$ cat config.mk
export PLATFORM = sky130hd
export DESIGN_NAME = riscv_str_ops_seq_flat
export DESIGN_NICKNAME = d
export VERILOG_FILES = /design/src/rtl/riscv_str_ops_seq_pkg.sv /design/src/rtl/riscv_str_ops_seq_if.sv /design/src/rtl/riscv_str_ops_seq_byte_xform.sv /design/src/rtl/riscv_str_ops_seq.sv /design/src/flat_wrapper.sv
export SDC_FILE = /design/constraint.sdc
export NUM_CORES = 1
export LEC_CHECK = 0
export CAP_MARGIN = 20
export CORE_ASPECT_RATIO = 0.75
export CORE_MARGIN = 3
export CORE_UTILIZATION = 45
export CTS_CLUSTER_DIAMETER = 80
export DETAILED_ROUTE_END_ITERATION = 8
export PLACE_DENSITY = 0.72
export REMOVE_ABC_BUFFERS = 1
export SLEW_MARGIN = 10
export SYNTH_ARGS = -nofsm -noshare
export SYNTH_HDL_FRONTEND = slang
export SYNTH_SLANG_ARGS = --single-unit
$ cat constraint.sdc
create_clock -name clk -period 5.56 [get_ports clk]
set_input_delay 1.112 -clock clk [delete_from_list [all_inputs] [get_ports clk]]
set_output_delay 1.112 -clock clk [all_outputs]
set_load 0.02 [all_outputs]
$ cat src/rtl/riscv_str_ops_seq_pkg.sv
// Shared definitions for the byte-serial string-op unit: op codes, FSM states,
// ASCII bounds and LEET glyphs, plus per-byte helper functions.
package riscv_str_ops_seq_pkg;

  localparam int STR_OP_WIDTH = 3;

  localparam logic [STR_OP_WIDTH-1:0] STR_OP_UPPER = 3'd0;
  localparam logic [STR_OP_WIDTH-1:0] STR_OP_LOWER = 3'd1;
  localparam logic [STR_OP_WIDTH-1:0] STR_OP_LEET  = 3'd2;
  localparam logic [STR_OP_WIDTH-1:0] STR_OP_ROT13 = 3'd3;

  typedef enum logic [1:0] {
    STR_IDLE = 2'd0,
    STR_BUSY = 2'd1,
    STR_DONE = 2'd2
  } str_seq_state_e;

  localparam logic [7:0] ASCII_UC_A       = 8'h41;
  localparam logic [7:0] ASCII_UC_Z       = 8'h5A;
  localparam logic [7:0] ASCII_LC_A       = 8'h61;
  localparam logic [7:0] ASCII_LC_Z       = 8'h7A;
  localparam logic [7:0] ASCII_CASE_DELTA = 8'h20;

  localparam logic [7:0] LEET_GLYPH_A = 8'h34;
  localparam logic [7:0] LEET_GLYPH_E = 8'h33;
  localparam logic [7:0] LEET_GLYPH_I = 8'h31;
  localparam logic [7:0] LEET_GLYPH_O = 8'h30;
  localparam logic [7:0] LEET_GLYPH_S = 8'h35;
  localparam logic [7:0] LEET_GLYPH_T = 8'h37;

  // Caller guarantees b is a letter of the case whose first letter is base.
  function automatic logic [7:0] rot13_byte(input logic [7:0] b, input logic [7:0] base);
    logic [7:0] off;
    off = b - base;
    if (off < 8'd13) begin
      return b + 8'd13;
    end else begin
      return b - 8'd13;
    end
  endfunction

  function automatic logic [7:0] leet_byte(input logic [7:0] b);
    logic [7:0] folded;
    folded = ((b >= ASCII_UC_A) && (b <= ASCII_UC_Z)) ? (b + ASCII_CASE_DELTA) : b;
    case (folded)
      8'h61:   return LEET_GLYPH_A;
      8'h65:   return LEET_GLYPH_E;
      8'h69:   return LEET_GLYPH_I;
      8'h6F:   return LEET_GLYPH_O;
      8'h73:   return LEET_GLYPH_S;
      8'h74:   return LEET_GLYPH_T;
      default: return b;
    endcase
  endfunction

endpackage

$ cat src/rtl/riscv_str_ops_seq_if.sv
// ID/EX/WB handshake bundle of the sequential string-op unit.
interface riscv_str_ops_seq_if;
  import riscv_str_ops_seq_pkg::*;

  logic                    enable_i;
  logic [STR_OP_WIDTH-1:0] operator_i;
  logic [31:0]             operand_i;
  logic                    ex_ready_i;
  logic                    ready_o;
  logic                    valid_o;
  logic [31:0]             result_o;

  modport master (
    output enable_i, operator_i, operand_i, ex_ready_i,
    input  ready_o, valid_o, result_o
  );

  modport slave (
    input  enable_i, operator_i, operand_i, ex_ready_i,
    output ready_o, valid_o, result_o
  );

endinterface

$ cat src/rtl/riscv_str_ops_seq_byte_xform.sv
// Combinational single-byte transform: operator + byte -> byte.
module riscv_str_ops_seq_byte_xform
  import riscv_str_ops_seq_pkg::*;
(
  input  logic [STR_OP_WIDTH-1:0] op,
  input  logic [7:0]              src,
  output logic [7:0]              res
);

  logic is_upper_s;
  logic is_lower_s;

  assign is_upper_s = (src >= ASCII_UC_A) && (src <= ASCII_UC_Z);
  assign is_lower_s = (src >= ASCII_LC_A) && (src <= ASCII_LC_Z);

  // Per-op byte mapping; unknown ops pass the byte through.
  always_comb begin
    res = src;
    case (op)
      STR_OP_UPPER: begin
        if (is_lower_s) res = src - ASCII_CASE_DELTA;
        else            res = src;
      end
      STR_OP_LOWER: begin
        if (is_upper_s) res = src + ASCII_CASE_DELTA;
        else            res = src;
      end
      STR_OP_ROT13: begin
        if (is_upper_s)      res = rot13_byte(src, ASCII_UC_A);
        else if (is_lower_s) res = rot13_byte(src, ASCII_LC_A);
        else                 res = src;
      end
      STR_OP_LEET: res = leet_byte(src);
      default:     res = src;
    endcase
  end

endmodule

$ cat src/rtl/riscv_str_ops_seq.sv
// Multi-cycle byte-serial string-op unit (IDLE -> BUSY -> DONE handshake).
// Optional early completion on a 0x00 byte when STR_OPS_NUL_TERM_EN is defined.
module riscv_str_ops_seq
  import riscv_str_ops_seq_pkg::*;
#(
  parameter int BYTES_PER_CYCLE = 1
)(
  input  logic                 clk,
  input  logic                 rst_n,
  riscv_str_ops_seq_if.slave   bus
);

  str_seq_state_e          state_r;
  str_seq_state_e          state_nxt_s;
  logic [STR_OP_WIDTH-1:0] op_r;
  logic [31:0]             data_r;
  logic [31:0]             data_nxt_s;
  logic [1:0]              idx_r;
  logic                    load_s;
  logic                    step_s;
  logic                    last_s;
  logic                    nul_hit_s;
  logic                    ready_s;

  logic [7:0] in_byte_s  [BYTES_PER_CYCLE];
  logic [7:0] out_byte_s [BYTES_PER_CYCLE];

  for (genvar g = 0; g < BYTES_PER_CYCLE; g++) begin : g_lane
    assign in_byte_s[g] = data_r[{idx_r + 2'(g), 3'b000} +: 8];

    riscv_str_ops_seq_byte_xform u_xform (
      .op  (op_r),
      .src (in_byte_s[g]),
      .res (out_byte_s[g])
    );
  end

  // Merge transformed lanes back into the word; a NUL stops the lanes above it.
  always_comb begin
    data_nxt_s = data_r;
    nul_hit_s  = 1'b0;
    for (int i = 0; i < BYTES_PER_CYCLE; i++) begin
      if (!nul_hit_s) begin
        data_nxt_s[{idx_r + 2'(i), 3'b000} +: 8] = out_byte_s[i];
`ifdef STR_OPS_NUL_TERM_EN
        if (in_byte_s[i] == 8'h00) nul_hit_s = 1'b1;
        else                       nul_hit_s = 1'b0;
`endif
      end else begin
        nul_hit_s = 1'b1;
      end
    end
  end

  assign last_s = nul_hit_s || (idx_r == 2'(4 - BYTES_PER_CYCLE));

  // Next-state and handshake decode.
  always_comb begin
    state_nxt_s = state_r;
    load_s      = 1'b0;
    step_s      = 1'b0;
    ready_s     = 1'b0;
    case (state_r)
      STR_IDLE: begin
        ready_s = 1'b1;
        if (bus.enable_i) begin
          load_s      = 1'b1;
          state_nxt_s = STR_BUSY;
        end else begin
          state_nxt_s = STR_IDLE;
        end
      end
      STR_BUSY: begin
        step_s = 1'b1;
        if (last_s) state_nxt_s = STR_DONE;
        else        state_nxt_s = STR_BUSY;
      end
      STR_DONE: begin
        ready_s = bus.ex_ready_i;
        if (bus.ex_ready_i && bus.enable_i) begin
          load_s      = 1'b1;
          state_nxt_s = STR_BUSY;
        end else if (bus.ex_ready_i) begin
          state_nxt_s = STR_IDLE;
        end else begin
          state_nxt_s = STR_DONE;
        end
      end
      default: begin
        state_nxt_s = STR_IDLE;
      end
    endcase
  end

  // State, operator, working word and byte index registers.
  always_ff @(posedge clk or negedge rst_n) begin
    if (!rst_n) begin
      state_r <= STR_IDLE;
      op_r    <= '0;
      data_r  <= 32'd0;
      idx_r   <= 2'd0;
    end else begin
      state_r <= state_nxt_s;
      if (load_s) begin
        op_r   <= bus.operator_i;
        data_r <= bus.operand_i;
        idx_r  <= 2'd0;
      end else if (step_s) begin
        data_r <= data_nxt_s;
        idx_r  <= idx_r + 2'(BYTES_PER_CYCLE);
      end else begin
        data_r <= data_r;
        idx_r  <= idx_r;
      end
    end
  end

  assign bus.ready_o  = ready_s;
  assign bus.valid_o  = (state_r == STR_DONE);
  assign bus.result_o = (state_r == STR_DONE) ? data_r : 32'd0;

endmodule

$ cat src/flat_wrapper.sv
// flat-port wrapper written by rule: the top's interface ports become plain ports
module riscv_str_ops_seq_flat import riscv_str_ops_seq_pkg::*;
#(
  parameter int BYTES_PER_CYCLE = 1
)
  (clk, rst_n, bus_enable_i, bus_operator_i, bus_operand_i, bus_ex_ready_i, bus_ready_o, bus_valid_o, bus_result_o);
  riscv_str_ops_seq_if bus_i ();
  input  logic clk;
  input  logic rst_n;
  input wire logic [$bits(bus_i.enable_i)-1:0] bus_enable_i;
  input wire logic [$bits(bus_i.operator_i)-1:0] bus_operator_i;
  input wire logic [$bits(bus_i.operand_i)-1:0] bus_operand_i;
  input wire logic [$bits(bus_i.ex_ready_i)-1:0] bus_ex_ready_i;
  output wire logic [$bits(bus_i.ready_o)-1:0] bus_ready_o;
  output wire logic [$bits(bus_i.valid_o)-1:0] bus_valid_o;
  output wire logic [$bits(bus_i.result_o)-1:0] bus_result_o;
  assign bus_i.enable_i = bus_enable_i;
  assign bus_i.operator_i = bus_operator_i;
  assign bus_i.operand_i = bus_operand_i;
  assign bus_i.ex_ready_i = bus_ex_ready_i;
  assign bus_ready_o = bus_i.ready_o;
  assign bus_valid_o = bus_i.valid_o;
  assign bus_result_o = bus_i.result_o;
  riscv_str_ops_seq #(.BYTES_PER_CYCLE(BYTES_PER_CYCLE)) u_core (.clk(clk), .rst_n(rst_n), .bus(bus_i));
endmodule
Word-level counts from Yosys, hierarchy flattened

Index checks and enable logic that the tools add are counted.

Reduce and logical (&&, ||, !) cells: 6
$add $sub $neg: 8
Eq/ne operators: 12
Magnitude comparators: 6
Shift operators: 3
Multiplexer cells: 24

Operator list:

| cell                                                           | number |
|---|---|
| two-way mux 32 bit                                             | 3 |
| equality test 8 x 7 -> 1 bit, second input constant            | 6 |
| two-way mux 8 bit                                              | 6 |
| one-hot mux 8 bit (6 select lines)                             | 1 |
| bitwise mux 32 bit                                             | 1 |
| one-hot mux 8 bit (4 select lines)                             | 1 |
| variable shift 8 x 7 -> 32 bit, first input constant           | 1 |
| variable part select 32 x 6 -> 8 bit                           | 1 |
| variable part select 8 x 7 -> 32 bit                           | 1 |
| >= comparator 8 x 7 -> 1 bit, second input constant            | 2 |
| less-or-equal comparator 8 x 7 -> 1 bit, second input constant | 2 |
| < comparator 8 x 4 -> 1 bit, second input constant             | 2 |
| subtractor 8 x 7 -> 8 bit, second input constant               | 2 |
| two-way mux 2 bit                                              | 5 |
| adder 8 x 4 -> 8 bit, second input constant                    | 1 |
| adder 8 x 6 -> 8 bit, second input constant                    | 1 |
| subtractor 8 x 4 -> 8 bit, second input constant               | 1 |
| subtractor 8 x 6 -> 8 bit, second input constant               | 1 |
| negation 5 -> 7 bit                                            | 1 |
| equality test 3 x 2 -> 1 bit, second input constant            | 2 |
| one-hot mux 2 bit (3 select lines)                             | 1 |
| equality test 2 bit, second input constant                     | 2 |
| two-way mux 1 bit                                              | 4 |
| one-hot mux 1 bit (2 select lines)                             | 2 |
| other kinds (7)                                                | 9 |

Output and inout port bits: 34
Bits of input ports: 39
Bits in registers: 39

Depth between registers and ports, before layout

Gate-level depths: netlist (run 1).

Depth in word-level cells: 11
Depth in mapped cells: 15
Depth with buffers taken out: 13

Modules after synthesis

From an unflattened synthesis (run 1), not the netlist that was laid out.

Cell total of the unflattened synthesis: 432
Area, all modules: 3,890.0 um^2

Modules (own cells, without submodules):

| module                       | times used | cells each | area an instance (um^2) |
|---|---|---|---|
| riscv_str_ops_seq            | 1          | 236        | 2,591.2 |
| riscv_str_ops_seq_byte_xform | 1          | 196        | 1,298.7 |

Worst setup path before layout (run 1)

No wires, ideal clock.

Kind: register to register
Start point: register u_core.idx_r[0]
End point: register u_core.data_r[5]
Slack: 2.065 ns
Arrival time: 3.362 ns
Buffers on the path: 1
Stages on the path, launching flop included: 14
Period minus slack after synthesis: 3.495 ns
Setup time: 0.133 ns
Cell sequence: dfrtp_1 -> buf_6 -> mux4_2 -> inv_1 -> ha_1 -> nand2b_1 -> or4_1 -> o211ai_2 -> nor2_2 -> xnor2_1 -> a311oi_1 -> o311ai_1 -> a211oi_2 -> o21ai_0

Longest elaborated chain between the ends: 11
Elaborated cells between the ends (all ways): 35
Those cells by class: 7 x add/sub; 6 x order compare; 6 x eq/ne; 3 x shift; 11 x mux; 2 x reduce/logical

RTL lines:

| item                                                                           | RTL line                                                                                     | text |
|---|---|---|
| start: declaration                                                             | riscv_str_ops_seq.sv:18                                                                      | `logic [1:0] idx_r;` |
| start signal: assignment                                                       | riscv_str_ops_seq.sv:110                                                                     | `idx_r <= idx_r + 2'(BYTES_PER_CYCLE);` |
| start signal: assignment                                                       | riscv_str_ops_seq.sv:113                                                                     | `idx_r <= idx_r;` |
| variable part select 32 x 6 -> 8 bit                                           | riscv_str_ops_seq.sv:29                                                                      | `assign in_byte_s[g] = data_r[{idx_r + 2'(g), 3'b000} +: 8];` |
| subtractor 8 x 7 -> 8 bit (tied with other cells)                              | riscv_str_ops_seq_pkg.sv:34                                                                  | `off = b - base;` |
| < comparator 8 x 4 -> 1 bit / logical AND 1 bit (equally long branches)        | riscv_str_ops_seq_pkg.sv:35, riscv_str_ops_seq_pkg.sv:44, riscv_str_ops_seq_byte_xform.sv:13 |  |
| two-way mux 8 bit, on equally long branches                                    | riscv_str_ops_seq_pkg.sv:35, riscv_str_ops_seq_pkg.sv:44, riscv_str_ops_seq_byte_xform.sv:25 |  |
| two-way mux 8 bit / equality test 8 x 7 -> 1 bit (equally long branches)       | riscv_str_ops_seq_byte_xform.sv:30, riscv_str_ops_seq_pkg.sv:45                              |  |
| two-way mux 8 bit / one-hot mux 8 bit (6 select lines) (equally long branches) | riscv_str_ops_seq_byte_xform.sv:29, riscv_str_ops_seq_pkg.sv:45                              |  |
| one-hot mux 8 bit (4 select lines)                                             | riscv_str_ops_seq_byte_xform.sv:19                                                           | `case (op)` |
| variable part select 8 x 7 -> 32 bit                                           | riscv_str_ops_seq.sv:44                                                                      | `data_nxt_s[{idx_r + 2'(i), 3'b000} +: 8] = out_byte_s[i];` |
| bitwise mux 32 bit *                                                           | riscv_str_ops_seq.sv:44                                                                      |  |
| two-way mux 32 bit *                                                           | riscv_str_ops_seq.sv:108                                                                     | `end else if (step_s) begin` |
| two-way mux 32 bit *                                                           | riscv_str_ops_seq.sv:104                                                                     | `if (load_s) begin` |
| end signal: assignment                                                         | riscv_str_ops_seq.sv:106                                                                     | `data_r <= bus.operand_i;` |
| end signal: assignment                                                         | riscv_str_ops_seq.sv:109                                                                     | `data_r <= data_nxt_s;` |
| end signal: assignment                                                         | riscv_str_ops_seq.sv:112                                                                     | `data_r <= data_r;` |
| end: declaration                                                               | riscv_str_ops_seq.sv:16                                                                      | `logic [31:0] data_r;` |

Every way passes the cells marked *; elsewhere a longest branch is shown, timed or not. The select of a mux whose other input is x is not followed.
A chain may end at the register's enable or synchronous reset.

Worst setup path after layout (run 1)

Start point: register u_core.idx_r[0]
End point: register u_core.data_r[25]

Same word-level chain as after synthesis.

==> results.yml, run 1 <==
clock_network:
  cts_tree: "yes"
  clock_latency_ns: 0.29
  cts_root_buf: "clkbuf_8"
  cts_setup_buffers: 0
  ctsHoldBuffers: 0
  cts_buffers: 5
  clkTransAtPathRegs_ns: 0.08
  clock-sinks: 39
  post_cts_resized: 0
  clk_path_buf_depth: 2
  htreeDepth: 2
run_status:
  run_status: "completed"
placed_design:
  gp_congestion: 0.944
  dp_hpwl_um: 7800
  port_buffers: 72
routing:
  dr.pass1.iters: 5
  routedWlPerCell_um: 20.0
  antenna_left: 0
  wirelength_um: 10800
  vias: 3412
  drtIter0Drc: 351
  viasPerCell: 6.31
  drc: 0
setup_path:
  crit_arrival_ns: 4.63
  required_ns: 5.69
  r2r_setup_slack_ns: 1.06
  r2r_cells: 11
  endpoint_kind: "flip-flop"
  r2r-end: "u_core.data_r[25]"
  cp_max_fo: 15
  path_class: "flip-flop to flip-flop"
  timing.rr.start: "u_core.idx_r[0]"
  critical_path.startpoint: "u_core.idx_r[0]"
  crit_path_start_kind: "flip-flop"
final_layout:
  drive_gt1_share_pct: 8.35
  final_common_cell: "clkdlybuf4s50_1"
  multi_input_area_um2: 2220
  nFillCells: 608
  diodes: 0
  nNetsFinal: 495
  area_growth_pct: 25.6
  final_cell_mix: "71 x clkdlybuf4s50_1, 39 x dfrtp_1, 34 x and2_1"
  fin_util_pct: 60.1
  register_area_um2: 976
flow_run:
  cap_violations: 0
logic_synthesis:
  synth_cell_types: 71
  syn_inst: 384
  synth_ff_type: "dfrtp_1"
  synthArstFlopShare_pct: 100
  yosysSeqAreaShare_pct: 29.0
  synth_edf_count: 0
  avgSynthCellArea_um2: 8.76
  ys_warn_count: 0
  yosys_register_bits: 39
  syn_area_um2: 3360
grt:
  track_usage_pct: 25.7
  grt_pass1_wl_um: 17600
  grt_pass1_vias: 3267
  antenna_found_initial: 0
  overflow: 0
  globalRoute.busiestLayer: "met2"
  grt_max_degree: 45
  use_met1_pct: 36.7
  use_met2_pct: 40.8
  grt_util_met3_pct: 6.43
pwr:
  p_sw_mw: 1.55
  comb_power_share_pct: 71.2
  p_clk_share_pct: 8.8
  p_sw_share_pct: 54.1
  leakage_nw: 1.70
  ir_drop_v: 0.000356
  internal_power_mw: 1.32
  seqPwrFrac_pct: 20.0
  total_power_mw: 2.87
  p_per_area_nw_per_um2: 681
timing:
  fin_setup_tns_ns: 0
  setup_viol: 0
  drv_slew: 0
  hold_viol: 0
  min_period_over_period_pct: 80.9
  clock.fmax_ghz: 0.222
  clock_skew_ns: 0.00654
  slew_headroom_pct: 27.8
  tightest_slew_ns: 1.08
  period_minus_slack_ns: 4.50
  rsz0062_at_grt: "no"
floorplan:
  die_h_um: 80.9
  dieArea_um2: 8560
  core_area_um2: 7030
  fp-row-count: 26
  initial_core_util_pct: 47.9
  io_pins: 73
  die_w_um: 106
worst_hold_path:
  hp-class: "flip-flop to flip-flop"
  min_to: "u_core.state_r[0]"
  min_from: "u_core.state_r[1]"
  whs_path_depth: 1
## sequential cells by signal, summed over array words and instances, names as in the netlist
name	count
u_core.op_r	3
u_core.idx_r	2
u_core.state_r	2
u_core.data_r	32
## power by group through the flow
stage               combinational [mW]  sequential (mW)  clock (mW)
floorplan                         1.46            0.518           0
global placement                  1.96            0.566           0
detailed placement                1.98            0.571           0
CTS                               2.00            0.571       0.250
global route                      2.21            0.597       0.265
finish                            2.05            0.576       0.252
## layer usage
layer | vias to the layer above | part of all wire [%]
met2 | 224 | 44
met5 | - | 0
met3 | 10 | 12
met1 | 1634 | 44
met4 | 0 | 0.65
li1 | 1544 | -
## worst max path at each step
stage                        endpoint  cells after the start
finish              u_core.data_r[25]                     11
global route        u_core.data_r[25]                     11
CTS                 u_core.data_r[25]                     11
detailed placement  u_core.data_r[28]                     12
global placement    u_core.data_r[13]                     12
floorplan            u_core.data_r[5]                     12
## per-stage QoR
| step | instance area [um2] | hold WS, ns | cells | setup slack, ns |
|---|---|---|---|---|
| floorplan | 3260 | 0.455 | 362 | 1.96 |
| global placement | 4110 | 0.470 | 533 | 1.40 |
| detailed placement | 4110 | 0.471 | 533 | 1.30 |
| CTS | 4220 | 0.486 | 541 | 1.17 |
| global route | 4220 | 0.519 | 541 | 0.831 |
| finish | 4220 | 0.485 | 541 | 1.06 |
## final cells by class
| cell class | instances | share of cell area, % |
|---|---|---|
| Clock buffer | 6 | 1.96 |
| Clock inverter | 2 | 0.830 |
| Inverter | 17 | 1.51 |
| Multi-Input combinational cell | 306 | 52.6 |
| Sequential cell | 39 | 23.1 |
| Tap cell | 98 | 2.90 |
| Timing Repair Buffer | 73 | 17.1 |
## logic make-up after synthesis
logic type	share of synthesized area [%]
DFF	29.0
AOI/OAI and AO/OA	27.8
xor gates and xnor gates	1.30
buffers and inverters	5.06
and+or+nand+nor	21.9
adders and majority gates	5.21
muxes	9.71
## cells in the mapped netlist, types with 2 or more instances
library cell	number	share of area [%]
a2bb2oi_1	2	0.52
nor2_2	2	0.37
mux2_2	4	1.3
dfrtp_1	39	29
and2_1	34	6.3
nand3_1	5	0.74
a31oi_1	3	0.56
buf_2	4	0.60
o21ai_1	17	2.5
ha_1	14	5.2
a22o_1	6	1.6
xnor2_1	5	1.3
a211oi_2	2	0.74
a22oi_1	30	6.7
a21o_1	4	0.89
a211oi_1	2	0.45
nand2_1	17	1.9
a21boi_0	2	0.45
nand4_1	3	0.56
mux2i_1	12	3.6
o22ai_1	2	0.37
o311a_1	2	0.60
nor3_1	9	1.3
o21ai_0	22	3.3
nand2b_1	4	0.74
mux4_2	6	4.0
nor2b_1	7	1.3
or2_1	2	0.37
inv_1	16	1.8
nor4_1	2	0.37
o2bb2ai_1	2	0.52
o211ai_1	3	0.67
clkbuf_1	15	1.7
nand4b_1	2	0.52
nor3b_1	2	0.45
buf_6	2	0.67
a311oi_1	3	0.78
o22a_1	3	0.78
o31ai_1	2	0.45
a21oi_1	16	2.4
nor2_1	25	2.8
## critical path, stage by stage (launching register included)
cell      delay, ns
dfrtp_1        0.84
mux4_2         0.73
inv_1          0.22
ha_1           0.34
nand2b_1       0.08
or4_1          0.45
o211ai_1       0.40
nor2_1         0.23
a22oi_1        0.36
mux2i_1        0.12
o21ai_0        0.35
o21ai_0        0.23
(Power assumes the default switching activity.)
==> inputs of run 2 (changes only) <==
--- a/config.mk
+++ b/config.mk
@@ -11,7 +11,7 @@
 export CORE_UTILIZATION = 45
 export CTS_CLUSTER_DIAMETER = 80
 export DETAILED_ROUTE_END_ITERATION = 8
-export PLACE_DENSITY = 0.72
+export PLACE_DENSITY = 0.75
 export REMOVE_ABC_BUFFERS = 1
 export SLEW_MARGIN = 10
 export SYNTH_ARGS = -nofsm -noshare
==> constraint.sdc (replaced) <==
create_clock -name clk -period 4 [get_ports clk]
set_input_delay 0.8 -clock clk [delete_from_list [all_inputs] [get_ports clk]]
set_output_delay 0.8 -clock clk [all_outputs]
set_load 0.02 [all_outputs]
==> run 2 against run 1 <==
Sequential power is 36% higher; clock power is 6% higher; cell area is 0.83% higher; total power is 37% higher; hold slack better by 0.024 ns; non-clock buffer count is 8 higher; cell count is 1.5% higher; clock skew is 0.0026 ns higher; largest power group unchanged; highest routed layer unchanged.
==> results.yml, run 2 (synthesis results as in run 1) <==
run_status:
  run_status: "completed"
final_layout:
  final_common_cell: "clkdlybuf4s50_1"
  largest_register_ff_count: 32
  nNetsFinal: 503
  area_growth_pct: 26.6
  final_area_um2: 4260
  nFillCells: 610
  register_area_um2: 978
  top_register: "u_core.data_r"
  finalNonFillerCells: 549
  final_cell_mix: "71 x clkdlybuf4s50_1, 37 x dfrtp_1, 34 x and2_1"
  multi_input_area_um2: 2220
  drive_gt1_share_pct: 10.4
  top_regs: "u_core.data_r x32, u_core.op_r x3"
  diodes: 0
timing:
  min_period_over_period_pct: 93.0
  drv_slew: 0
  tightest_slew_ns: 0.928
  fin_setup_tns_ns: 0
  setup_viol: 0
  clock.fmax_ghz: 0.269
  rsz0062_at_grt: "no"
  hold_viol: 0
  clock_skew_ns: 0.00915
  setup_ws_ns: 0.282
  period_minus_slack_ns: 3.72
  slew_headroom_pct: 38.1
placed_design:
  placed_cells: 541
  dp_hpwl_um: 7720
  port_buffers: 72
  dp_slack_ns: 0.210
  dpl_cell_area_um2: 4170
  gp_congestion: 1.00
routing:
  viasPerCell: 6.22
  antenna_left: 0
  dr.pass1.iters: 6
  drc: 0
  wirelength_um: 10300
  routedWlPerCell_um: 18.8
  drtIter0Drc: 449
  vias: 3415
floorplan:
  initial_core_util_pct: 47.9
  fp-row-count: 26
  die_h_um: 80.9
  dieArea_um2: 8560
  core_area_um2: 7030
  die_w_um: 106
  io_pins: 73
flow_run:
  cap_violations: 0
pwr:
  p_per_area_nw_per_um2: 923
  leakage_nw: 1.72
  seqPwrFrac_pct: 19.9
  p_sw_share_pct: 53.8
  p_sw_mw: 2.11
  total_power_mw: 3.93
  p_clk_share_pct: 6.8
  ir_drop_v: 0.000468
  comb_power_share_pct: 73.3
  internal_power_mw: 1.82
grt:
  antenna_found_initial: 0
  grt_pass1_vias: 3145
  track_usage_pct: 24.8
  grt_max_degree: 40
  overflow: 0
  grt_pass1_wl_um: 16800
clock_network:
  cts_root_buf: "clkbuf_8"
  cts_tree: "yes"
  htreeDepth: 2
  clkTransAtPathRegs_ns: 0.08
  ctsHoldBuffers: 0
  cts_buffers: 5
  clock-sinks: 39
  clk_path_buf_depth: 2
  post_cts_resized: 0
  clock_latency_ns: 0.30
  cts_setup_buffers: 0
setup_path:
  path_class: "flip-flop to flip-flop"
  cp_max_fo: 10
  crit_arrival_ns: 3.93
  crit_path_start_kind: "flip-flop"
  required_ns: 4.22
  endpoint_kind: "flip-flop"
worst_hold_path:
  hp-class: "flip-flop to flip-flop"
run 2: changes by cell type in the layout (fill, tap and decap cells not counted):
cell / change
dfrtp_2: +2
dfrtp_1: -2
nor3b_1: -1
bufinv_16: -1
buf_4: +8
nor3b_2: +1
clkbuf_1: +1
clkinvlp_4: +1
clkbuf_8: -1
run 2: path summary, 6_finish.rpt:
kind / from / endpoint / slack, ns / depth (start not counted)
max: u_core.idx_r[0] / u_core.data_r[18] / 0.28 / 12
min: u_core.state_r[1] / u_core.state_r[0] / 0.51 / 1
max reg2reg: u_core.idx_r[0] / u_core.data_r[18] / 0.28 / 12
min reg2reg: u_core.state_r[1] / u_core.state_r[0] / 0.51 / 1
max in group asynchronous: rst_n / u_core.idx_r[1] / 2.79 / 1
min in group asynchronous: rst_n / u_core.data_r[18] / 0.61 / 1
run 2: power by group through the flow:
stage          Sequential (mW)  Combinational, mW  Clock [mW]
2_1_floorplan            0.720               2.03           0
3_3_place_gp             0.774               2.74           0
3_5_place_dp             0.777               2.79           0
4_1_cts                  0.771               2.80       0.267
5_1_grt                  0.811               3.13       0.289
6_report                 0.781               2.88       0.267
run 2: per-layer routing:
metal,wire length [um],vias to the layer above,track usage [%]
met1,4750,1590,36.1
met5,0,-,0
li1,-,1572,-
met3,1120,27,6.83
met4,155,0,5.43
met2,4320,226,36.9
run 2: layout make-up:
cell class                      count  share of cell area [%]
Clock buffer                        6                    1.70
Clock inverter                      2                   0.294
Inverter                           17                    1.50
Multi-Input combinational cell    306                    52.2
Sequential cell                    39                    23.0
Tap cell                           98                    2.88
Timing Repair Buffer               81                    18.4
run 2: worst max-delay path, stage by stage (launching register included):
cell and delay, ns:
dfrtp_2 0.48, buf_4 0.22, mux4_2 0.65, ha_1 0.28, inv_1 0.09, o21ai_1 0.07
a21oi_1 0.33, nor2_2 0.18, nor2_1 0.38, a22oi_1 0.18, o22a_1 0.23, o311a_1 0.37
o21ai_1 0.15
run 2: per-stage QoR:
stage               hold slack, ns  utilization [%]
finish                       0.509             60.6
global route                 0.545             60.6
floorplan                    0.455                -
global placement             0.477             59.3
CTS                          0.503             60.5
detailed placement           0.491             59.3
==> inputs of run 3 (changes only) <==
--- a/config.mk
+++ b/config.mk
@@ -8,10 +8,10 @@
 export CAP_MARGIN = 20
 export CORE_ASPECT_RATIO = 0.75
 export CORE_MARGIN = 3
-export CORE_UTILIZATION = 45
+export CORE_UTILIZATION = 47
 export CTS_CLUSTER_DIAMETER = 80
 export DETAILED_ROUTE_END_ITERATION = 8
-export PLACE_DENSITY = 0.75
+export PLACE_DENSITY = 0.78
 export REMOVE_ABC_BUFFERS = 1
 export SLEW_MARGIN = 10
 export SYNTH_ARGS = -nofsm -noshare
==> run 3 against run 2 <==
Hold slack worse by 0.014 ns; die area down 4.0%; total power rose by 0.78%; utilization is 1.7 points higher; critical path type unchanged; largest power group unchanged.
==> results.yml, run 3 (synthesis results as in run 1) <==
final_layout:
  nFillCells: 582
  drive_gt1_share_pct: 10.6
  area_growth_pct: 27.1
  multi_input_area_um2: 2220
  nNetsFinal: 504
  finalNonFillerCells: 549
  largest_register_ff_count: 32
  register_area_um2: 978
  top_register: "u_core.data_r"
  final_area_um2: 4270
  top_regs: "u_core.data_r x32, u_core.op_r x3"
  final_common_cell: "clkdlybuf4s50_1"
  final_cell_mix: "71 x clkdlybuf4s50_1, 37 x dfrtp_1, 34 x and2_1"
  diodes: 0
setup_path:
  cp_top_family: "compound AO/OA/AOI/OAI gates"
  critPathSlowestCell: "mux4_2"
  crit_chain: "mux4_2 > ha_1 > nand2b_1 > or4_1 > o211ai_2 > nor2_2 > xnor2_1 > a311oi_1 > o311ai_1 > a211oi_2 > o21ai_0"
  crit_path_start_kind: "flip-flop"
  r2r-end: "u_core.data_r[5]"
  cp_slowest_stage_delay_ns: 0.67
  r2r_setup_slack_ns: 0.27
  cp_max_fo: 11
  path_class: "flip-flop to flip-flop"
  r2r_cells: 11
  required_ns: 4.16
  crit_arrival_ns: 3.89
  timing.rr.start: "u_core.idx_r[0]"
  endpoint_kind: "flip-flop"
  crit_buf_inv: 0
timing:
  rsz0062_at_grt: "no"
  slew_headroom_pct: 35.9
  setup_ws_ns: 0.266
  tightest_slew_ns: 0.962
  fin_setup_tns_ns: 0
  hold_viol: 0
  period_minus_slack_ns: 3.73
  clock.fmax_ghz: 0.268
  drv_slew: 0
  min_period_over_period_pct: 93.3
  clock_skew_ns: 0.00867
  setup_viol: 0
routing:
  routedWlPerCell_um: 19.1
  dr.pass1.iters: 5
  dr_wl_met3_um: 1200
  vias: 3490
  drtIter0Drc: 361
  drc: 0
  highest_layer: "met4"
  wl_met1_um: 4630
  viasPerCell: 6.36
  wirelength_um: 10500
  antenna_left: 0
  wl_met2_um: 4450
clock_network:
  clk_path_buf_depth: 2
  cts_root_buf: "clkbuf_8"
  clkTransAtPathRegs_ns: 0.08
  htreeDepth: 2
  cts_tree: "yes"
  cts_buffers: 5
  clock-sinks: 39
  clock_latency_ns: 0.29
  cts_setup_buffers: 0
placed_design:
  gp_congestion: 1.02
  port_buffers: 72
  dp_slack_ns: 0.231
  dp_hpwl_um: 7890
  dpl_cell_area_um2: 4170
  placed_cells: 541
floorplan:
  initial_core_util_pct: 49.0
  core_area_um2: 6860
  io_pins: 73
  dieArea_um2: 8220
  die_h_um: 79.3
  fp-row-count: 26
  die_w_um: 104
grt:
  overflow: 0
  grt_max_degree: 40
  antenna_found_initial: 0
  track_usage_pct: 25.4
  grt_pass1_wl_um: 17000
  grt_pass1_vias: 3208
worst_hold_path:
  min_from: "u_core.state_r[1]"
  hp-class: "flip-flop to flip-flop"
  min_to: "u_core.state_r[0]"
  whs_path_depth: 1
pwr:
  p_per_area_nw_per_um2: 927
  ir_drop_v: 0.000411
  leakage_nw: 1.73
flow_run:
  cap_violations: 0
run_status:
  run_status: "completed"
-- run 3: where the power goes --
| part | internal [mW] | switching (mW) | total [mW] |
|---|---|---|---|
| Combinational | 1.14 | 1.77 | 2.91 |
| Sequential | 0.575 | 0.210 | 0.784 |
| Clock | 0.135 | 0.136 | 0.271 |
| Total | 1.85 | 2.12 | 3.96 |
-- run 3: worst max path at each step --
stage	startpoint	end	cells after the start
CTS	u_core.idx_r[0]	u_core.data_r[5]	12
floorplan	u_core.idx_r[0]	u_core.data_r[5]	12
global route	u_core.idx_r[0]	u_core.data_r[25]	13
finish	u_core.idx_r[0]	u_core.data_r[5]	11
detailed placement	u_core.idx_r[0]	u_core.data_r[5]	12
global placement	u_core.idx_r[0]	u_core.data_r[27]	11
-- run 3: cell type report --
class / count / area share [%]
flip-flops and latches: 39 / 22.9
repair buffers: 82 / 18.7
well taps: 98 / 2.87
clock inverters: 1 / 0.117
clock buffers: 6 / 1.93
multi-input cells: 306 / 52.0
inverters: 17 / 1.49
-- run 3: metrics by stage --
stage | hold WS [ns] | total power [mW] | util [%]
final | 0.495 | 3.96 | 62.3
after detailed placement | 0.486 | 3.59 | 60.7
after global routing | 0.512 | 4.26 | 62.3
after global placement | 0.473 | 3.51 | 60.7
after CTS | 0.495 | 3.87 | 62.0
after floorplan | 0.455 | 2.75 | -
-- run 3: layer usage --
layer / global-route usage, % / up-vias
met3: 6.74 / 21
met5: 0 / -
met4: 5.71 / 0
met2: 37.9 / 257
met1: 36.8 / 1644
li1: - / 1568
-- run 3: timing repair --
action	in CTS	in global routing
endpoints found under the setup margin	0	17
hold endpoints to repair	0	0
gates resized for setup	0	3
hold buffers	0	0
